`src/rtl/log_scale_arbiter.sv`:
```
// rtl/log_scale_arbiter.sv - frame-granular round-robin arbiter sharing one log_scale between two channels
// Optional frame-length checking is enabled with LOG_ARB_FRAME_CHECK_EN.
module log_scale_arbiter #(
    parameter int MAG_W     = 32,
    parameter int LS_LAT    = 2,
    parameter int FRAME_LEN = 1024
) (
    input  logic             clk,
    input  logic             rst_n,
    input  logic [MAG_W-1:0] s0_mag,
    input  logic             s0_valid,
    input  logic             s0_last,
    output logic             s0_ready,
    input  logic [MAG_W-1:0] s1_mag,
    input  logic             s1_valid,
    input  logic             s1_last,
    output logic             s1_ready,
    output logic [MAG_W-1:0] ls_mag_squared,
    output logic             ls_mag_valid,
    output logic             ls_mag_last,
    input  logic [7:0]       ls_log_out,
    input  logic             ls_log_valid,
    input  logic             ls_log_last,
    output logic [7:0]       m_log,
    output logic             m_valid,
    output logic             m_last,
    output logic             m_chan,
    output logic             busy,
    output logic             err_len
);

    typedef enum logic [1:0] {IDLE, RUN0, RUN1} state_t;

    state_t             state, state_nxt;
    logic               last_srv, last_srv_nxt;
    logic               xfer, xfer_chan, xfer_last, frame_end;
    logic [MAG_W-1:0]   xfer_mag;
    logic               force_last, err_set;
    logic               ls_chan;
    logic [LS_LAT-1:0]  tag_v, tag_c;

    assign xfer_chan = (state == RUN1);
    assign xfer      = ((state == RUN0) && s0_valid) || ((state == RUN1) && s1_valid);
    assign xfer_mag  = xfer_chan ? s1_mag : s0_mag;
    assign xfer_last = xfer_chan ? s1_last : s0_last;
    assign frame_end = xfer && (xfer_last || force_last);

`ifdef LOG_ARB_FRAME_CHECK_EN
    localparam int CW = $clog2(FRAME_LEN) + 1;
    logic [CW-1:0] beat_cnt;
    logic          at_end;
    logic          err_q;

    assign at_end     = (beat_cnt == CW'(FRAME_LEN - 1));
    assign force_last = xfer && at_end && !xfer_last;
    assign err_set    = xfer && ((xfer_last && !at_end) || force_last);
    assign err_len    = err_q;

    // The counter is zero whenever a grant starts because IDLE always precedes a grant.
    always_ff @(posedge clk or negedge rst_n) begin
        if (!rst_n) begin
            beat_cnt <= '0;
            err_q    <= 1'b0;
        end else begin
            err_q <= err_set;
            if (state == IDLE) begin
                beat_cnt <= '0;
            end else if (xfer) begin
                beat_cnt <= beat_cnt + 1'b1;
            end
        end
    end
`else
    assign force_last = 1'b0;
    assign err_set    = 1'b0;
    assign err_len    = 1'b0;
`endif

    always_ff @(posedge clk or negedge rst_n) begin
        if (!rst_n) begin
            state    <= IDLE;
            last_srv <= 1'b1;
        end else begin
            state    <= state_nxt;
            last_srv <= last_srv_nxt;
        end
    end

    always_comb begin
        state_nxt    = state;
        last_srv_nxt = last_srv;
        s0_ready     = 1'b0;
        s1_ready     = 1'b0;
        case (state)
            IDLE: begin
                if (s0_valid && s1_valid) begin
                    state_nxt = last_srv ? RUN0 : RUN1;
                end else if (s0_valid) begin
                    state_nxt = RUN0;
                end else if (s1_valid) begin
                    state_nxt = RUN1;
                end
            end
            RUN0, RUN1: begin
                s0_ready = (state == RUN0);
                s1_ready = (state == RUN1);
                if (frame_end) begin
                    state_nxt    = IDLE;
                    last_srv_nxt = xfer_chan;
                end
            end
            default: state_nxt = IDLE;
        endcase
    end

    // The channel tag rides alongside each beat so results can be attributed after log_scale.
    always_ff @(posedge clk or negedge rst_n) begin
        if (!rst_n) begin
            ls_mag_squared <= '0;
            ls_mag_valid   <= 1'b0;
            ls_mag_last    <= 1'b0;
            ls_chan        <= 1'b0;
            tag_v          <= '0;
            tag_c          <= '0;
            m_log          <= '0;
            m_valid        <= 1'b0;
            m_last         <= 1'b0;
            m_chan         <= 1'b0;
        end else begin
            ls_mag_valid <= xfer;
            ls_mag_last  <= frame_end;
            if (xfer) begin
                ls_mag_squared <= xfer_mag;
                ls_chan        <= xfer_chan;
            end
            tag_v[0] <= ls_mag_valid;
            tag_c[0] <= ls_chan;
            for (int i = 1; i < LS_LAT; i++) begin
                tag_v[i] <= tag_v[i-1];
                tag_c[i] <= tag_c[i-1];
            end
            m_log   <= ls_log_out;
            m_valid <= ls_log_valid;
            m_last  <= ls_log_valid && ls_log_last;
            m_chan  <= tag_v[LS_LAT-1] && tag_c[LS_LAT-1];
        end
    end

    assign busy = (state != IDLE) || ls_mag_valid || (|tag_v);

endmodule
```
`config.mk`:
```
export PLATFORM = sky130hd
export DESIGN_NAME = log_scale_arbiter
export DESIGN_NICKNAME = d
export VERILOG_FILES = /design/src/rtl/log_scale_arbiter.sv
export SDC_FILE = /design/constraint.sdc
export NUM_CORES = 1
export LEC_CHECK = 0
export ABC_AREA = 0
export CORE_MARGIN = 1
export CORE_UTILIZATION = 40
export CTS_CLUSTER_DIAMETER = 50
export DETAILED_ROUTE_END_ITERATION = 6
export PLACE_DENSITY = 0.84
export SETUP_SLACK_MARGIN = 0.15
export SLEW_MARGIN = 20
export SYNTH_ARGS = -nofsm -noshare
export SYNTH_HDL_FRONTEND = slang
export SYNTH_SLANG_ARGS = --single-unit
```
`constraint.sdc`:
```
create_clock -name clk -period 3.82 [get_ports clk]
set_clock_uncertainty 0.15 [all_clocks]
set_input_delay 0.764 -clock clk [delete_from_list [all_inputs] [get_ports clk]]
set_output_delay 0.764 -clock clk [all_outputs]
set_load 0.05 [all_outputs]
```
; After elaboration in Yosys (flattened, before gate mapping)
; Index checks and enable logic that the tools add are counted.
[classes]
add_sub_neg = 0
n_mul = 0
n_div = 0
n_lt_le_gt_ge = 0
eq_ne = 4
shift = 0
n_mux = 10
bitwise = 0
reduce_logical = 15
[op_table]
columns = cell, n
row1 = 32-bit two-way mux, 1
row2 = 2-bit two-way mux, 5
row3 = 1-bit logical AND, 6
row4 = "4-bit != test, second input constant", 1
row5 = 2-bit case mux with 2 select lines, 1
row6 = 2-bit AND reduction, 2
row7 = 2-bit OR reduction, 2
row8 = 1-bit logical OR, 3
row9 = 1-bit two-way mux, 3
row10 = "2-bit by 1-bit equality test with 1-bit output, second input constant", 1
row11 = "2-bit equality test, second input constant", 1
row12 = 2-bit zero test, 1
row13 = "2-bit != test, second input constant", 1
row14 = 2-bit nonzero test, 1
[word_totals]
reg_bits = 53
latchBits = 0
ram_bits = 0
romBits = 0
in_bits = 80
n_memories = 0

; Logic depth before layout (Yosys ltp)
; Gate-level depths: netlist of run 1.
[logic_depth]
depth_word = 6
mapped_depth = 8
mapped_depth_nobuf = 6

; Worst setup path after synthesis of run 1
; No wires, ideal clock.
[synth_timing]
path_kind = register to output
start = register state[1]
end = output busy
arrival_ns = 1.432
required_time_ns = 2.906
path_slack_ns = 1.474
path_stages_with_launch = 5
path_cell_list = dfrtp_1 -> inv_1 -> ha_1 -> inv_1 -> or4_1
[synth_via]
elab_chain_len = 3
[synth_lines]
columns = element, line_no
row1 = from (decl), 34  ; state_t state, state_nxt;
row2 = from (signal assigned), 84  ; state <= state_nxt;
row3 = 2-bit nonzero test, 149  ; assign busy = (state != IDLE) || ls_mag_valid || (|tag_v);
row4 = 1-bit logical OR (2 in series), 149
row5 = to (decl), 28  ; output logic busy,
; No other way between the ends.

; Final worst setup path of run 1
[layout_timing]
start = register state[0]
end = output busy
; Same word-level chain as after synthesis.

==> impl_metrics.csv, run 1 <==
group,metric,value,unit
setup_path,required,2.91,ns
synthesis,ys_ff_latch,53,
sta,finalSetupTns,0,ns
synthesis,syn_area_per_cell,11.7,sq um
layout,mostFrequentLayoutCells,"clkdlybuf4s50_1, dfrtp_1, nand2_1",
clock_network,htreeDepth,2,
route,dr_total_vias,1822,
clock_network,cts.sinks,53,
layout,stdcell_count,387,
clock_network,cts_resized,0,
place,portBuffers,127,
sta,maxSlewViolCount,0,
synthesis,syn_inst,190,
power,p_leak,1.57,nW
sta,grt_setup_unrepaired,"false",
sta,post-route-period-util,84.9,%
route,via_per_inst,4.71,
clock_network,clk_path_buf_depth,2,
layout,final_common_cell,"clkdlybuf4s50_1",
die,fp-row-count,26,
die,die-area,0.00585,sq mm
route,ant_nets,0,
layout,area_growth_syn_to_layout,64.8,%
die,core,0.00524,sq mm
synthesis,yosysTopAreaCellShare,58.7,%
clock_network,worst_skew_pair.late_latency,0.29,ns
die,die_w,76.5,um
layout,diodes,0,
job,cap_violations,0,
setup_path,crit_type,"flip-flop to primary output",
route,drtPass1Iterations,4,
clock_network,holdBufCountCts,0,
sta,max_freq,308,MHz
place,gp_congestion,0.792,
setup_path,cp.arrival,2.33,ns
clock_network,cts_buffers,5,
global_route,grt_overflow,0,
global_route,grt_max_degree,45,
clock_network,cts_tree,"done",
global_route,grt_pass1_vias,1820,
place,placedCellCount,379,
global_route,antenna_found_initial,0,
sta,setup_viol,0,
route,totalWireLength,4930,um
layout,fin_nets,400,
synthesis,netlist_area,0.00222,sq mm
synthesis,synth_top_area_cell,"dfrtp_1",
clock_network,root_buffer,"clkbuf_8",
setup_path,cp_max_fo,4,
layout,drive_gt1_share,6.31,%
global_route,grt_usage,17.3,%
setup_path,rrSetupSlack,1.57,ns
sta,min_period,3.24,ns
status,status,"finished clean",
setup_path,cp-end-kind,"primary output",
route,drc,0,
sta,slew_headroom,37.1,%
place,hpwl,3820,um
die,die_y,76.5,um
die,initial_core_util,42.4,%
route,drt-initial-drc-count,55,
clock_network,postCtsSetupRepairBufs,0,
sta,finalHoldViolCount,0,
power,power.total,2.98,mW
layout,fillers,410,
power,peakVddDrop,0.392,mV
synthesis,syn_nets,274,
setup_path,crit_path_start_kind,"flip-flop",
die,io_pins,129,
synthesis,synth_area_leaders,"dfrtp_1, mux2i_1, o21ai_0",
synthesis,synth_cell_types,27,
synthesis,seq_area_frac_synth,59.8,%
global_route,grt_pass1_wl,7960,um
clock_network,cts.clk_slew.worst_paths,0.09,ns
synthesis,yosysWarnings,0,
sta,fin_hold_ws,0.208,ns
route,wl_per_cell,12.7,um
hold_path,hold_class,"flip-flop to flip-flop",
sta,worstMarginPinSlew,0.943,ns
power,p_per_area,814,mW/mm^2
==> power breakdown <==
group / internal [mW] / total (mW) / switching [mW]
Sequential: 0.776 / 0.873 / 0.0977
Clock: 0.213 / 0.386 / 0.173
Combinational: 0.612 / 1.72 / 1.11
Total: 1.60 / 2.98 / 1.38
==> stage by stage <==
stage,utilization [%],setup slack (ns),cell area [sq um]
final,69.8,0.576,3660
after global routing,69.8,0.497,3660
after CTS,69.8,0.569,3660
after detailed placement,67.5,0.926,3540
after global placement,67.5,0.989,3540
after floorplan,-,1.47,2220
==> layer usage <==
layer | share of wire (%) | track usage [%]
met1 | 38 | 18.2
met4 | 0.47 | 4.62
met2 | 51 | 30.9
met3 | 11 | 8.02
met5 | 0 | 0
==> worst max-delay path, stage by stage, from the launching register on <==
cell and delay (ns):
dfrtp_1 0.42, inv_1 0.11, ha_1 0.19, inv_1 0.08
or4_1 0.50, clkdlybuf4s50_1 0.72
==> sequential cells by signal, summed over array words and instances (netlist names), 2 cells and up <==
register and count:
state 2, tag_c 2, tag_v 2, ls_mag_squared 32, m_log 8
==> kinds of logic after synthesis <==
group	count (synthesis)	share of synthesized area, %
fa+ha+maj	4	2.26
flops	53	59.8
simple gates	40	7.45
compound gates	42	11.2
other cells	1	0.169
buf+inv	17	4.17
mux	33	14.9
==> Yosys cell counts <==
cell type / n
dfstp_2: 1
clkbuf_1: 1
o211ai_2: 1
a22oi_1: 1
dfrtp_1: 52
o31ai_2: 1
o21ai_0: 32
conb_1: 1
nand2b_1: 1
a32o_1: 1
nand2_1: 34
mux2i_1: 33
a22o_1: 1
or3_1: 1
nand3_1: 1
o21ai_2: 1
a21o_1: 1
a31o_2: 1
inv_1: 5
or4_1: 1
a21oi_1: 1
buf_2: 4
buf_4: 6
and2_1: 2
a21boi_0: 1
ha_1: 4
clkbuf_2: 1
==> layout make-up <==
class                      instances  area [sq um]  area share, %
tap                               70          87.6           2.40
timing repair buffer             131          1300           35.5
clock buffer                       6          82.6           2.26
multi-input combinational        120           806           22.0
clock inverter                     2          37.5           1.03
inverter                           5          18.8          0.513
sequential                        53          1330           36.3
==> worst paths after layout <==
check                                          end  cells after the start     start
min in group asynchronous                 m_log[2]                      1     rst_n
worst min register to register            tag_c[1]                      0  tag_c[0]
worst min-delay path                      tag_c[1]                      0  tag_c[0]
worst max-delay path                          busy                      5  state[0]
max in group asynchronous       ls_mag_squared[16]                      2     rst_n
worst max register to register            state[0]                      7  state[0]
(Power assumes the default switching activity.)
==> run 2, diff against run 1 <==
CORE_UTILIZATION = 34   (was 40)
PLACE_DENSITY = 0.76   (was 0.84)
clock period = 2.7 ns   (was 3.82 ns; I/O delays follow)
==> run 2 against run 1 <==
  * Setup slack lost 0.34 ns
  * Count of clock-buffer cells in the layout shrank 1
  * Wire length shrank 3.4%
  * Non-clock buffer count grew 2
  * Critical path depth is the same
  * Die area grew 17%
  * Power grew 39%
  * Worst hold slack lost 0.14 ns
  * Combinational power grew 42%
  * Critical path type unchanged
  * Largest cell class is now non-clock buffers
==> impl_metrics.csv, run 2 (same netlist as run 1, synthesis figures left out) <==
group,metric,value,unit
global_route,antenna_found_initial,0,
setup_path,cp_max_fo,4,
setup_path,crit_type,"flip-flop to primary output",
layout,fin_area,0.00368,sq mm
die,fp-row-count,29,
die,io_pins,129,
sta,worstMarginPinSlew,0.577,ns
clock_network,cts_buffers,5,
layout,mostFrequentLayoutCells,"clkdlybuf4s50_1, dfrtp_1, nand2_1",
route,via_per_inst,4.49,
clock_network,root_buffer,"clkbuf_8",
global_route,grt_overflow,0,
clock_network,clk_path_buf_depth,2,
global_route,grt_pass1_vias,1691,
sta,setup_viol,0,
sta,maxSlewViolCount,0,
power,peakVddDrop,0.614,mV
clock_network,cts.clk_slew.worst_paths,0.10,ns
die,die_w,82.8,um
sta,grt_setup_unrepaired,"false",
route,totalWireLength,4760,um
place,portBuffers,127,
route,drt-initial-drc-count,22,
layout,drive_gt1_share,7.84,%
place,gp_congestion,0.701,
layout,max_flop_register,"ls_mag_squared",
route,drtPass1Iterations,4,
layout,largest_reg_flops,32,
sta,post-route-period-util,91.1,%
job,cap_violations,0,
clock_network,htreeDepth,2,
place,placement.cell_area,0.00357,sq mm
die,die_y,82.8,um
hold_path,hold_class,"primary input to async pin",
die,die-area,0.00685,sq mm
global_route,grt_max_degree,34,
die,core,0.00631,sq mm
sta,min_period,2.46,ns
die,initial_core_util,35.1,%
clock_network,worst_skew_pair.late_latency,0.30,ns
setup_path,crit_path_start_kind,"flip-flop",
layout,reg.largest.list,"ls_mag_squared (32), m_log (8)",
layout,fin_nets,402,
layout,diodes,0,
clock_network,cts.sinks,53,
status,status,"finished clean",
global_route,grt_usage,14.2,%
power,p_leak,1.58,nW
route,drc,0,
sta,max_freq,406,MHz
sta,slew_headroom,61.6,%
sta,finalHoldViolCount,0,
global_route,grt_pass1_wl,7400,um
route,wl_per_cell,12.0,um
route,dr_total_vias,1779,
clock_network,cts_tree,"done",
setup_path,required,2.01,ns
place,hpwl,3820,um
setup_path,cp-end-kind,"primary output",
layout,final_common_cell,"clkdlybuf4s50_1",
power,p_per_area,1120,mW/mm^2
setup_path,cp.arrival,1.77,ns
sta,finalSetupTns,0,ns
layout,area_growth_syn_to_layout,65.8,%
route,ant_nets,0,
run 2: cell types whose count changed in the layout (fill, tap and decap cells not counted), sizes merged:
cell           change
clkinvlp           -1
inv                +1
clkbuf             -1
bufinv             -1
clkinv             +2
clkdlybuf4s50      -2
buf                +4
run 2: per-stage QoR:
stage / util (%) / power, mW / worst slack (ns) / std cells / hold WS, ns
after CTS: 58.1 / 4.19 / 0.181 / 395 / 0.0891
after global placement: 56.6 / 3.69 / 0.596 / 387 / 0.185
after detailed placement: 56.6 / 3.73 / 0.535 / 387 / 0.189
final: 58.3 / 4.14 / 0.240 / 396 / 0.0707
after floorplan: - / 2.90 / 0.578 / 190 / 0.0944
after global routing: 58.3 / 4.40 / 0.156 / 396 / 0.112
run 2: power by group:
group          switching, mW  internal, mW
registers              0.140          1.10
logic                   1.55         0.900
clock network          0.256         0.189
run 2: final cells by class:
type / instances / area (sq um)
clock buffer: 5 / 68.8
clock inverter: 3 / 26.3
fill: 577 / 2640
inverter: 5 / 18.8
multi-input combinational: 120 / 806
sequential: 53 / 1330
tap: 77 / 96.3
timing repair buffer: 133 / 1340
run 2: final timing paths:
kind	startpoint	cells after the start	slack (ns)	to
min	rst_n	1	0.07	m_log[6]
min reg2reg	tag_c[0]	0	0.21	tag_c[1]
max in group asynchronous	rst_n	2	1.76	ls_mag_squared[17]
max reg2reg	state[0]	5	0.88	state[0]
max	state[0]	5	0.24	busy
min in group clk	tag_c[0]	0	0.21	tag_c[1]
run 2: per-layer routing:
metal	vias to the layer above	global-route usage [%]	part of all wire (%)	wire length, um
met5	-	0	0	0
met4	0	4.14	0.50	24
met3	2	4.15	9.4	447
met2	78	25.3	48	2290
met1	802	16.4	42	2000
li1	897	-	-	-
run 2: worst max-delay path, stage by stage (launching register included):
cell and delay (ns):
dfrtp_1 0.42, inv_1 0.10, ha_1 0.18, inv_1 0.08, or4_1 0.52, buf_6 0.17
run 2: repair_timing:
item	CTS	global route
setup buffers	0	1
hold buffers	0	0
endpoints found under the setup margin	0	2
gates resized for setup	0	2
==> run 3, diff against run 2 <==
--- a/constraint.sdc
+++ b/constraint.sdc
@@ -3,3 +3,3 @@
 set_input_delay 0.54 -clock clk [delete_from_list [all_inputs] [get_ports clk]]
 set_output_delay 0.54 -clock clk [all_outputs]
-set_load 0.05 [all_outputs]
+set_load 0.01 [all_outputs]
==> run 3 against run 2 <==
  * Die area unchanged
  * Setup slack improved by 0.095 ns
  * Power is 20% lower
  * Largest power group unchanged
  * Largest cell class is now registers
  * Flip-flop and latch count unchanged
  * Clock power grew 4.9%
  * Worst hold slack better by 0.0089 ns
  * Critical path depth is the same
  * Maximum frequency is 4.0% higher
==> impl_metrics.csv, run 3 (same netlist as run 1, synthesis figures left out) <==
group,metric,value,unit
status,status,"finished clean",
clock_network,worst_skew_pair.late_latency,0.29,ns
clock_network,htreeDepth,2,
place,gp_congestion,0.722,
route,ant_nets,0,
layout,mostFrequentLayoutCells,"clkdlybuf4s50_1, dfrtp_1, nand2_1",
layout,final_common_cell,"clkdlybuf4s50_1",
sta,finalSetupTns,0,ns
power,pwr-share-seq,37.4,%
layout,reg.largest.list,"ls_mag_squared (32), m_log (8)",
setup_path,required,2.01,ns
setup_path,cp_max_fo,4,
global_route,antenna_found_initial,0,
setup_path,max_stage_delay,0.50,ns
power,peakVddDrop,0.499,mV
power,p_switching,1.10,mW
die,core,0.00631,sq mm
job,cap_violations,0,
setup_path,critPathSlowestCell,"or4_1",
setup_path,path_cells,"inv_2 > ha_1 > inv_1 > or4_1 > clkbuf_2",
route,via_per_inst,4.59,
layout,fillers,564,
setup_path,r2r_start,"state[0]",
global_route,grt_overflow,0,
clock_network,holdBufCountCts,0,
sta,fin_hold_ws,0.0795,ns
place,dpl_worst_slack,0.258,ns
layout,max_flop_register,"ls_mag_squared",
die,die-area,0.00685,sq mm
place,portBuffers,127,
setup_path,cp.arrival,1.68,ns
power,p_per_area,901,mW/mm^2
layout,largest_reg_flops,32,
sta,max_freq,423,MHz
die,die_w,82.8,um
power,p_leak,1.58,nW
setup_path,crit_path_start_kind,"flip-flop",
die,die_y,82.8,um
sta,setup_viol,0,
clock_network,clk_path_buf_depth,2,
global_route,grt_max_degree,54,
sta,fin_ws,0.335,ns
power,clkPwrFrac,14.1,%
clock_network,cts_tree,"done",
route,drtPass1Iterations,4,
layout,area_growth_syn_to_layout,65.4,%
setup_path,r2r.worst_path.cells,6,
layout,diodes,0,
global_route,grt_pass1_wl,7690,um
clock_network,cts_buffers,5,
sta,maxSlewViolCount,0,
route,drc,0,
sta,min_period,2.37,ns
clock_network,root_buffer,"clkbuf_8",
global_route,grt_pass1_vias,1738,
clock_network,cts.clk_slew.worst_paths,0.09,ns
power,combPwrFrac,48.4,%
sta,post-route-period-util,87.6,%
die,fp-row-count,29,
die,initial_core_util,35.1,%
setup_path,cp-end-kind,"primary output",
route,dr_total_vias,1819,
layout,seqCellArea,0.00133,sq mm
layout,drive_gt1_share,7.52,%
power,p_int,2.20,mW
sta,grt_setup_unrepaired,"false",
global_route,grt_usage,15.0,%
die,io_pins,129,
place,hpwl,3760,um
sta,finalHoldViolCount,0,
hold_path,hold_class,"primary input to async pin",
route,totalWireLength,4880,um
layout,fin_nets,402,
power,swShare,33.3,%
setup_path,crit_type,"flip-flop to primary output",
layout,multi_input_area,806,sq um
setup_path,rr_endpoint,"state[0]",
route,drt-initial-drc-count,37,
clock_network,cts.sinks,53,
setup_path,rrSetupSlack,0.66,ns
route,wl_per_cell,12.3,um
==> run 3: worst max-delay path by stage <==
stage / slack [ns] / end / startpoint / cells after the start
detailed placement: 0.26 / busy / state[0] / 5
global route: 0.23 / busy / state[1] / 5
floorplan: 0.78 / busy / state[1] / 4
CTS: 0.17 / busy / state[0] / 5
global placement: 0.32 / busy / state[0] / 5
finish: 0.33 / busy / state[1] / 5
==> run 3: per-stage QoR <==
step	power [mW]	cells	util, %	area, sq um
after floorplan	2.08	190	-	2220
after global placement	2.84	387	56.5	3560
after detailed placement	2.89	387	56.5	3560
after CTS	3.37	396	58.2	3670
after global routing	3.58	396	58.1	3670
final	3.30	396	58.1	3670
==> run 3: worst max-delay path: cells and delay by family, from the launching register on <==
family,cells,cell delay [ns]
adders and majority gates,1,0.17
buffers and inverters,3,0.32
DFF,1,0.40
and+or+nand+nor,1,0.50
==> run 3: cell type report <==
cell class                 instances  area share [%]
multi-input combinational        120            22.0
sequential                        53            36.2
timing repair buffer             133            35.9
clock buffer                       7            2.63
inverter                           5           0.512
tap                               77            2.63
clock inverter                     1           0.136
==> run 3: routing by layer <==
metal	up-vias	global-route usage (%)	wire [um]
li1	898	-	-
met1	835	15.7	1830
met2	80	27.0	2440
met3	6	6.34	567
met4	0	4.48	46
met5	-	0	0
==> run 3: timing repair <==
item,CTS,global route
setup endpoints to repair,1,1
gates resized for setup,2,2
buffers inserted,1,0
cloned,0,0
==> run 3: power by group through the flow <==
stage / combinational [mW] / clock [mW] / sequential (mW)
after global routing: 1.77 / 0.533 / 1.28
after detailed placement: 1.63 / 0 / 1.25
after floorplan: 0.713 / 0 / 1.37
final: 1.60 / 0.467 / 1.24
after CTS: 1.64 / 0.493 / 1.24
after global placement: 1.60 / 0 / 1.24
